--- config.mk ---
export PLATFORM = sky130hd
export DESIGN_NAME = exu_bp_update_ctl_flat
export DESIGN_NICKNAME = d
export VERILOG_FILES = /design/src/rtl/exu_bp_update_ctl_if.sv /design/src/rtl/exu_bp_update_ctl.sv /design/src/flat_wrapper.sv
export SDC_FILE = /design/constraint.sdc
export NUM_CORES = 1
export LEC_CHECK = 0
export ABC_CLOCK_PERIOD_IN_PS = 4650
export BUFFER_PORTS_ARGS = -buffer_cell sky130_fd_sc_hd__buf_2
export CORE_UTILIZATION = 35
export CTS_CLUSTER_SIZE = 40
export DETAILED_ROUTE_END_ITERATION = 6
export PLACE_DENSITY_LB_ADDON = 0.2
export SETUP_SLACK_MARGIN = 0.1
export SLEW_MARGIN = 10
export SYNTH_ARGS = -nofsm -noshare
export SYNTH_HDL_FRONTEND = slang
export SYNTH_SLANG_ARGS = --single-unit
--- constraint.sdc ---
create_clock -name clk -period 4.65 [get_ports clk]
set_input_delay 0.6975 -clock clk [delete_from_list [all_inputs] [get_ports clk]]
set_output_delay 0.6975 -clock clk [all_outputs]
set_load 0.01 [all_outputs]
--- src/rtl/exu_bp_update_ctl_if.sv ---
// Bus bundle between the EXU resolve port, the IFU BHT write port and the statistics port.
// The master modport is the EXU/IFU side. The slave modport is the update controller.
interface exu_bp_update_ctl_if #(
    parameter int IDX_W = 8
);
    logic             res_valid;
    logic [IDX_W-1:0] res_index;
    logic             res_way;
    logic [1:0]       res_hist;
    logic             res_misp;
    logic             res_ataken;
    logic             upd_valid;
    logic             upd_ready;
    logic [IDX_W-1:0] upd_index;
    logic             upd_way;
    logic [1:0]       upd_hist;
    logic             bp_full;
    logic [1:0]       stat_sel;
    logic             stat_clr;
    logic [31:0]      stat_rdata;

    modport master (
        output res_valid, res_index, res_way, res_hist, res_misp, res_ataken,
        output upd_ready, stat_sel, stat_clr,
        input  upd_valid, upd_index, upd_way, upd_hist, bp_full, stat_rdata
    );

    modport slave (
        input  res_valid, res_index, res_way, res_hist, res_misp, res_ataken,
        input  upd_ready, stat_sel, stat_clr,
        output upd_valid, upd_index, upd_way, upd_hist, bp_full, stat_rdata
    );
endinterface

--- src/rtl/exu_bp_update_ctl.sv ---
// BHT update queue: buffers resolved branch history writes toward the IFU.
// It merges back-to-back writes to the same tail entry and keeps resolve/mispredict/taken/drop statistics.
module exu_bp_update_ctl #(
    parameter int DEPTH = 4,
    parameter int IDX_W = 8
) (
    input logic                clk,
    input logic                rst,
    exu_bp_update_ctl_if.slave bus
);
    localparam int PTR_W = (DEPTH > 1) ? $clog2(DEPTH) : 1;
    localparam int CNT_W = PTR_W + 1;
    localparam logic [CNT_W-1:0] FULL = CNT_W'(DEPTH);

    typedef struct packed {
        logic [IDX_W-1:0] index;
        logic             way;
        logic [1:0]       hist;
    } entry_t;

    entry_t           mem_q [DEPTH];
    logic [PTR_W-1:0] rd_ptr_q, rd_ptr_d, wr_ptr_q, wr_ptr_d, tail_ptr;
    logic [CNT_W-1:0] count_q, count_d;
    logic [3:0][31:0] stat_q, stat_d;
    logic [3:0]       stat_inc;
    logic             empty, full, pop, tail_hit, coalesce, push, drop;

    assign empty    = (count_q == '0);
    assign full     = (count_q == FULL);
    assign tail_ptr = wr_ptr_q - PTR_W'(1);
    assign pop      = ~empty & bus.upd_ready;
    assign tail_hit = ~empty & (mem_q[tail_ptr].index == bus.res_index)
                             & (mem_q[tail_ptr].way == bus.res_way);
    // A lone entry that is leaving this cycle cannot absorb the new hist.
    assign coalesce = bus.res_valid & tail_hit & ~(pop & (count_q == CNT_W'(1)));
    assign push     = bus.res_valid & ~coalesce & (~full | pop);
    assign drop     = bus.res_valid & ~coalesce & full & ~pop;

    always_comb begin
        rd_ptr_d = rd_ptr_q;
        wr_ptr_d = wr_ptr_q;
        count_d  = count_q;
        if (pop)  rd_ptr_d = rd_ptr_q + PTR_W'(1);
        if (push) wr_ptr_d = wr_ptr_q + PTR_W'(1);
        if (push & ~pop)      count_d = count_q + CNT_W'(1);
        else if (pop & ~push) count_d = count_q - CNT_W'(1);
    end

    assign stat_inc = {drop, bus.res_valid & bus.res_ataken,
                       bus.res_valid & bus.res_misp, bus.res_valid};

    always_comb begin
        stat_d = stat_q;
        for (int i = 0; i < 4; i++)
            stat_d[i] = bus.stat_clr ? 32'd0 : stat_q[i] + 32'(stat_inc[i]);
    end

    always_ff @(posedge clk or posedge rst) begin
        if (rst) begin
            rd_ptr_q <= '0;
            wr_ptr_q <= '0;
            count_q  <= '0;
            stat_q   <= '0;
        end else begin
            rd_ptr_q <= rd_ptr_d;
            wr_ptr_q <= wr_ptr_d;
            count_q  <= count_d;
            stat_q   <= stat_d;
        end
    end

    // Payload storage carries no reset; upd_* are only meaningful with upd_valid.
    always_ff @(posedge clk) begin
        if (push)
            mem_q[wr_ptr_q] <= '{index: bus.res_index, way: bus.res_way, hist: bus.res_hist};
        else if (coalesce)
            mem_q[tail_ptr].hist <= bus.res_hist;
    end

    assign bus.upd_valid  = ~empty;
    assign bus.upd_index  = mem_q[rd_ptr_q].index;
    assign bus.upd_way    = mem_q[rd_ptr_q].way;
    assign bus.upd_hist   = mem_q[rd_ptr_q].hist;
    assign bus.bp_full    = full;
    assign bus.stat_rdata = stat_q[bus.stat_sel];
endmodule

--- src/flat_wrapper.sv ---
// flat-port wrapper written by rule: the top's interface ports become plain ports
module exu_bp_update_ctl_flat 
#(
    parameter int DEPTH = 4,
    parameter int IDX_W = 8
)
  (clk, rst, bus_res_valid, bus_res_index, bus_res_way, bus_res_hist, bus_res_misp, bus_res_ataken, bus_upd_ready, bus_stat_sel, bus_stat_clr, bus_upd_valid, bus_upd_index, bus_upd_way, bus_upd_hist, bus_bp_full, bus_stat_rdata);
  exu_bp_update_ctl_if #(.IDX_W(IDX_W)) bus_i ();
  input logic clk;
  input logic rst;
  input wire logic [$bits(bus_i.res_valid)-1:0] bus_res_valid;
  input wire logic [$bits(bus_i.res_index)-1:0] bus_res_index;
  input wire logic [$bits(bus_i.res_way)-1:0] bus_res_way;
  input wire logic [$bits(bus_i.res_hist)-1:0] bus_res_hist;
  input wire logic [$bits(bus_i.res_misp)-1:0] bus_res_misp;
  input wire logic [$bits(bus_i.res_ataken)-1:0] bus_res_ataken;
  input wire logic [$bits(bus_i.upd_ready)-1:0] bus_upd_ready;
  input wire logic [$bits(bus_i.stat_sel)-1:0] bus_stat_sel;
  input wire logic [$bits(bus_i.stat_clr)-1:0] bus_stat_clr;
  output wire logic [$bits(bus_i.upd_valid)-1:0] bus_upd_valid;
  output wire logic [$bits(bus_i.upd_index)-1:0] bus_upd_index;
  output wire logic [$bits(bus_i.upd_way)-1:0] bus_upd_way;
  output wire logic [$bits(bus_i.upd_hist)-1:0] bus_upd_hist;
  output wire logic [$bits(bus_i.bp_full)-1:0] bus_bp_full;
  output wire logic [$bits(bus_i.stat_rdata)-1:0] bus_stat_rdata;
  assign bus_i.res_valid = bus_res_valid;
  assign bus_i.res_index = bus_res_index;
  assign bus_i.res_way = bus_res_way;
  assign bus_i.res_hist = bus_res_hist;
  assign bus_i.res_misp = bus_res_misp;
  assign bus_i.res_ataken = bus_res_ataken;
  assign bus_i.upd_ready = bus_upd_ready;
  assign bus_i.stat_sel = bus_stat_sel;
  assign bus_i.stat_clr = bus_stat_clr;
  assign bus_upd_valid = bus_i.upd_valid;
  assign bus_upd_index = bus_i.upd_index;
  assign bus_upd_way = bus_i.upd_way;
  assign bus_upd_hist = bus_i.upd_hist;
  assign bus_bp_full = bus_i.bp_full;
  assign bus_stat_rdata = bus_i.stat_rdata;
  exu_bp_update_ctl #(.DEPTH(DEPTH), .IDX_W(IDX_W)) u_core (.clk(clk), .rst(rst), .bus(bus_i));
endmodule
==> results of run 1 <==
synthesized netlist by cell type, drive strengths merged (3+ instances only):
library cell	count	area [µm²]
a21oi	15	75.1
and2	7	43.8
and3	20	125
and4	7	61.3
buf	10	47.6
clkbuf	22	82.6
dfrtp	135	3380
edfxtp	44	1320
ha	13	163
inv	18	67.6
mux2i	6	60.1
mux4	50	1130
nand2	52	195
nand3	44	220
nand4	30	188
nor2	130	488
nor2b	7	43.8
nor3	14	70.1
nor3b	3	22.5
nor4	7	68.8
o21ai	17	85.1
or3	17	111
xnor2	44	385
xor2	82	718
layer usage:
layer,wire length [µm],global-route usage
met5,0,0
met4,125,0.0366
met3,599,0.0316
met2,9940,0.253
met1,10400,0.243
placed cells by master (no fill, tap or decap), types with 13 or more instances in the layout:
cell type  count
dfrtp_1      135
clkbuf_16     17
inv_1         17
mux4_2        50
ha_1          13
nor2_1       130
or3_1         16
xor2_1        82
o21ai_0       16
buf_2         63
nand2_1       52
nand3_1       44
buf_4         14
nand4_1       30
xnor2_1       44
nor3_1        14
and3_1        20
a21oi_1       15
edfxtp_1      44
stage by stage:
stage               total power, mW  std cells  utilization
CTS                            4.17       1207        0.413
floorplan                      2.43        800            -
global placement               2.67       1175        0.389
detailed placement             2.67       1175        0.389
finish                         4.10       1207        0.413
global route                   4.31       1207        0.413
area by class of cell:
type	instances	area, µm²	area share
flip-flops and latches	179	4700	0.447
repair buffers	77	420	0.0400
clock inverters	15	175	0.0167
multi-input cells	571	4300	0.409
inverters	18	72.6	0.00691
well taps	330	413	0.0393
clock buffers	17	425	0.0405
worst max-delay path, cell delays in order (launching register included):
cell and delay, ns:
dfrtp_1 0.63, buf_4 0.28, mux4_2 0.53, xor2_1 0.20
nor4_2 0.06, o211ai_2 0.15, nand2_1 0.09, nor2_1 0.14
ha_1 0.22, nand2_1 0.10, nor3_1 0.54, and4_1 0.44
and3_1 0.22, xnor2_1 0.12, nor2_1 0.05
worst max path at each step:
stage | endpoint | cells past startpoint | slack [ns]
after floorplan | u_core.count_q[0] | 1 | 0.34
after global placement | u_core.stat_q[126] | 14 | 0.79
after detailed placement | u_core.stat_q[126] | 14 | 0.66
after CTS | u_core.stat_q[126] | 14 | 0.63
after global routing | u_core.stat_q[127] | 14 | 0.34
final | u_core.stat_q[126] | 14 | 0.70
flip-flops by register name (all words and copies together), names as in the netlist:
name	flops
u_core.stat_q	128
u_core.rd_ptr_q	2
u_core.count_q	3
u_core.mem_q	44
u_core.wr_ptr_q	2
cells by family after synthesis:
kind of cell    count (synthesis)  synth area share
flops                         179             0.511
simple gates                  341             0.180
xor+xnor                      126             0.120
mux                            56             0.129
compound gates                 35            0.0205
buf+inv                        50            0.0215
fa+ha+maj                      13            0.0177
where the power goes:
| group | internal, mW | switching (mW) | leakage [nW] |
|---|---|---|---|
| clock | 0.775 | 0.703 | 0.291 |
| sequential | 1.73 | 0.144 | 2.27 |
| combinational | 0.377 | 0.369 | 1.75 |
==> flow_summary.ini, run 1 <==
[drt]
ant_nets = 0
via_count = 6200
drc = 0
routed_wl_um = 21000
dr.first_iter.drc_count = 371
routed_via_density = 5.14
routedWlPerCell_um = 17.4
dr.pass1.iters = 4

[worst_hold_path]
hp-class = input pin to async pin

[setup_path]
worstRegToRegCells = 14
r2r_start = u_core.wr_ptr_q[1]
reg2reg_to = u_core.stat_q[126]
cp.arrival_ns = 4.23
crit_path_end_kind = flip-flop
crit_fanout = 10
cp.required_ns = 4.92
r2r_slack_ns = 0.70
worst_setup_path_start_kind = flip-flop
crit_type = flip-flop to flip-flop
crit_path_start = u_core.wr_ptr_q[1]

[logic_synthesis]
yosysSeqAreaShare = 0.511
synth_area_um2 = 9200
synth_ff_type = dfrtp_1
ys_ff_latch = 179
synth_async_sr_flop_share = 0.754
synth_edf_count = 44
synth_cell_type_count = 36
synth.net_count = 833
synth.avg_cell_area_um2 = 11.5
synth_warnings = 0
synthCells = 800

[power_and_ir_drop]
power_density_nw_per_um2 = 390
vdd_ir_drop_max_v = 0.000271
p_leak_nw = 4.31

[grt]
grt_pass1_wl_um = 34000
grtUsageTotal = 0.166
grt_pass1_vias = 5932
antenna_found_initial = 0
overflow = 0
grt_max_degree = 67

[clock_network]
clk_latency_ns = 0.43
clockBufferDepth = 2
cts-resized-gates = 0
cts.clk_slew.worst_paths_ns = 0.08
numCtsBuffers = 17
cts_tree = built
hold_buffers = 0
ctsHtreeMaxLevel = 4
root_buffer = clkbuf_16
post_cts_buffers = 0
clock-sinks = 179

[place]
globalplace.congestion = 0.783
portBuffers = 64
dp_hpwl_um = 14700
dp_slack_ns = 0.661
postPlaceCellArea_um2 = 9910

[die]
core-area_um2 = 25500
num_rows = 58
die-height_um = 164
die_w_um = 164
dieArea_um2 = 26900
ios = 65
start_util = 0.361

[finish]
drive_gt1_frac = 0.190
fin_nets = 897
final_cell_area_um2 = 10500
diodes = 0
fill_cells = 2413
areaGrowthSynthToFinish_pct = 14.2

[timing]
fin_skew_ns = 0.0189
relSlewSlack = 0.368
period_needed_ns = 3.95
hold_ws_ns = 0.336
fin_crit_sh = 0.850
finalHoldViolations = 0
rsz0062_at_grt = false
max_slew.worst_pin.slew_ns = 0.941
fmax_mhz = 253
finalSetupViolations = 0
tns_ns = 0
slew_violations = 0
worst_slack_ns = 0.696

[status]
outcome = finished, final reports clean

[job]
cap_violations = 0
Note: power is estimated with default switching activity, not from simulation.
==> run 2, diff against run 1 <==
--- a/constraint.sdc
+++ b/constraint.sdc
@@ -3,2 +3,2 @@
 set_output_delay 0.6975 -clock clk [all_outputs]
-set_load 0.01 [all_outputs]
+set_load 0.1 [all_outputs]
==> run 2 against run 1 <==
Net effect: sequential share of layout area is essentially flat; first-iteration DRC count grew 27%; worst hold slack lost 0.034 ns; flip-flop and latch count is the same; utilization is essentially flat; cell count is essentially flat; global-route usage grew 0.14 points; sequential power is essentially flat; wire length shrank 0.42%; clock power is essentially flat; critical path type unchanged; largest power group unchanged.
==> flow_summary.ini, run 2 (synthesized netlist as in run 1, its figures left out) <==
[finish]
final_cell_count_no_fill = 1208
fin_nets = 898
drive_gt1_frac = 0.191
top_regs = u_core.stat_q x128, u_core.mem_q x44, u_core.count_q x3
register_area_um2 = 4700
mostFrequentLayoutCell = dfrtp_1
largest_register = u_core.stat_q
largest_reg_flops = 128
fill_cells = 2448
final_cell_mix = 135 x dfrtp_1, 130 x nor2_1, 82 x xor2_1
areaGrowthSynthToFinish_pct = 14.3
multi_input_area_um2 = 4300
diodes = 0

[power_and_ir_drop]
power.total_mw = 4.60
clkPwrFrac = 0.322
p_sw_mw = 1.72
power_density_nw_per_um2 = 438
switching_share = 0.374
comb_power_share = 0.271
p_leak_nw = 4.31
sequentialPowerShare = 0.407
vdd_ir_drop_max_v = 0.000287
internal_power_mw = 2.88

[clock_network]
hold_buffers = 0
post_cts_buffers = 0
root_buffer = clkbuf_16
cts-resized-gates = 0
cts.clk_slew.worst_paths_ns = 0.08
ctsHtreeMaxLevel = 4
clk_latency_ns = 0.44
clock-sinks = 179
clockBufferDepth = 2
cts_tree = built
numCtsBuffers = 17

[grt]
overflow = 0
grtUsageTotal = 0.167
antenna_found_initial = 0
grt_pass1_vias = 6018
grt_pass1_wl_um = 34500
grt_max_degree = 67

[die]
start_util = 0.361
die-height_um = 164
dieArea_um2 = 26900
num_rows = 58
die_w_um = 164
ios = 65
core-area_um2 = 25500

[drt]
routed_via_density = 5.14
dr.first_iter.drc_count = 472
ant_nets = 0
routedWlPerCell_um = 17.3
via_count = 6208
dr.pass1.iters = 4
routed_wl_um = 20900
drc = 0

[worst_hold_path]
hp-class = input pin to async pin

[place]
globalplace.congestion = 0.779
dp_hpwl_um = 14700
portBuffers = 64
dp_cells = 1176

[setup_path]
cp.arrival_ns = 4.24
crit_fanout = 10
worstRegToRegCells = 14
crit_path_end_kind = flip-flop
crit_type = flip-flop to flip-flop
worst_setup_path_start_kind = flip-flop
cp.required_ns = 4.93

[timing]
fin_skew_ns = 0.0170
finalHoldViolations = 0
max_slew.worst_pin.slew_ns = 0.874
tns_ns = 0
finalSetupViolations = 0
fmax_mhz = 253
rsz0062_at_grt = false
period_needed_ns = 3.96
fin_crit_sh = 0.851
relSlewSlack = 0.417
slew_violations = 0

[job]
cap_violations = 0

[status]
outcome = finished, final reports clean
run 2: changes by cell type in the layout (fill, tap and decap cells not counted):
cell,previous run,this run
buf_4,14,15
clkinvlp_4,2,3
clkinv_4,1,0
inv_8,7,6
clkinv_8,1,2
run 2: worst paths after layout:
kind	endpoint	from	slack [ns]
worst max-delay path	u_core.stat_q[126]	u_core.wr_ptr_q[1]	0.69
worst min-delay path	u_core.stat_q[15]	rst	0.30
worst max register to register	u_core.stat_q[126]	u_core.wr_ptr_q[1]	0.69
worst min register to register	u_core.count_q[1]	u_core.count_q[1]	0.53
max in group asynchronous	u_core.stat_q[41]	rst	3.27
min in group clk	u_core.mem_q[1][4]	bus_res_index[1]	0.51
run 2: cell type report:
class | count | share of cell area
multi-input cells | 571 | 0.409
clock inverters | 15 | 0.0170
inverters | 18 | 0.00690
repair buffers | 78 | 0.0407
flip-flops and latches | 179 | 0.447
clock buffers | 17 | 0.0404
well taps | 330 | 0.0393
run 2: metal layers:
| layer | global-route usage | routed length, µm | up-vias |
|---|---|---|---|
| met2 | 0.258 | 9870 | 117 |
| met5 | 0 | 0 | - |
| met1 | 0.239 | 10000 | 3105 |
| met4 | 0.0518 | 231 | 0 |
| li1 | - | - | 2969 |
| met3 | 0.0285 | 807 | 17 |
run 2: critical path, cell delays in order, from the launching register on:
cell      delay [ns]
dfrtp_1         0.64
buf_4           0.28
mux4_2          0.53
xor2_1          0.22
nor4_2          0.06
o211ai_2        0.14
nand2_1         0.09
nor2_1          0.15
ha_1            0.22
nand2_1         0.11
nor3_1          0.54
and4_1          0.44
and3_1          0.22
xnor2_1         0.11
nor2_1          0.05
run 2: per-stage QoR:
step           instance area (µm²)   util  setup slack (ns)  hold WS [ns]
3_5_place_dp                  9910  0.389             0.705         0.520
4_1_cts                      10500  0.413             0.656         0.359
6_report                     10500  0.413             0.691         0.302
3_3_place_gp                  9910  0.389             0.799         0.509
5_1_grt                      10500  0.413             0.306         0.362
2_1_floorplan                 9200      -             0.341         0.478
run 2: power by group through the flow:
stage | clock network, mW | registers, mW | logic (mW)
detailed placement | 0 | 1.91 | 1.26
global route | 1.58 | 1.90 | 1.33
CTS | 1.52 | 1.88 | 1.27
global placement | 0 | 1.91 | 1.26
finish | 1.48 | 1.87 | 1.25
floorplan | 0 | 1.80 | 1.14
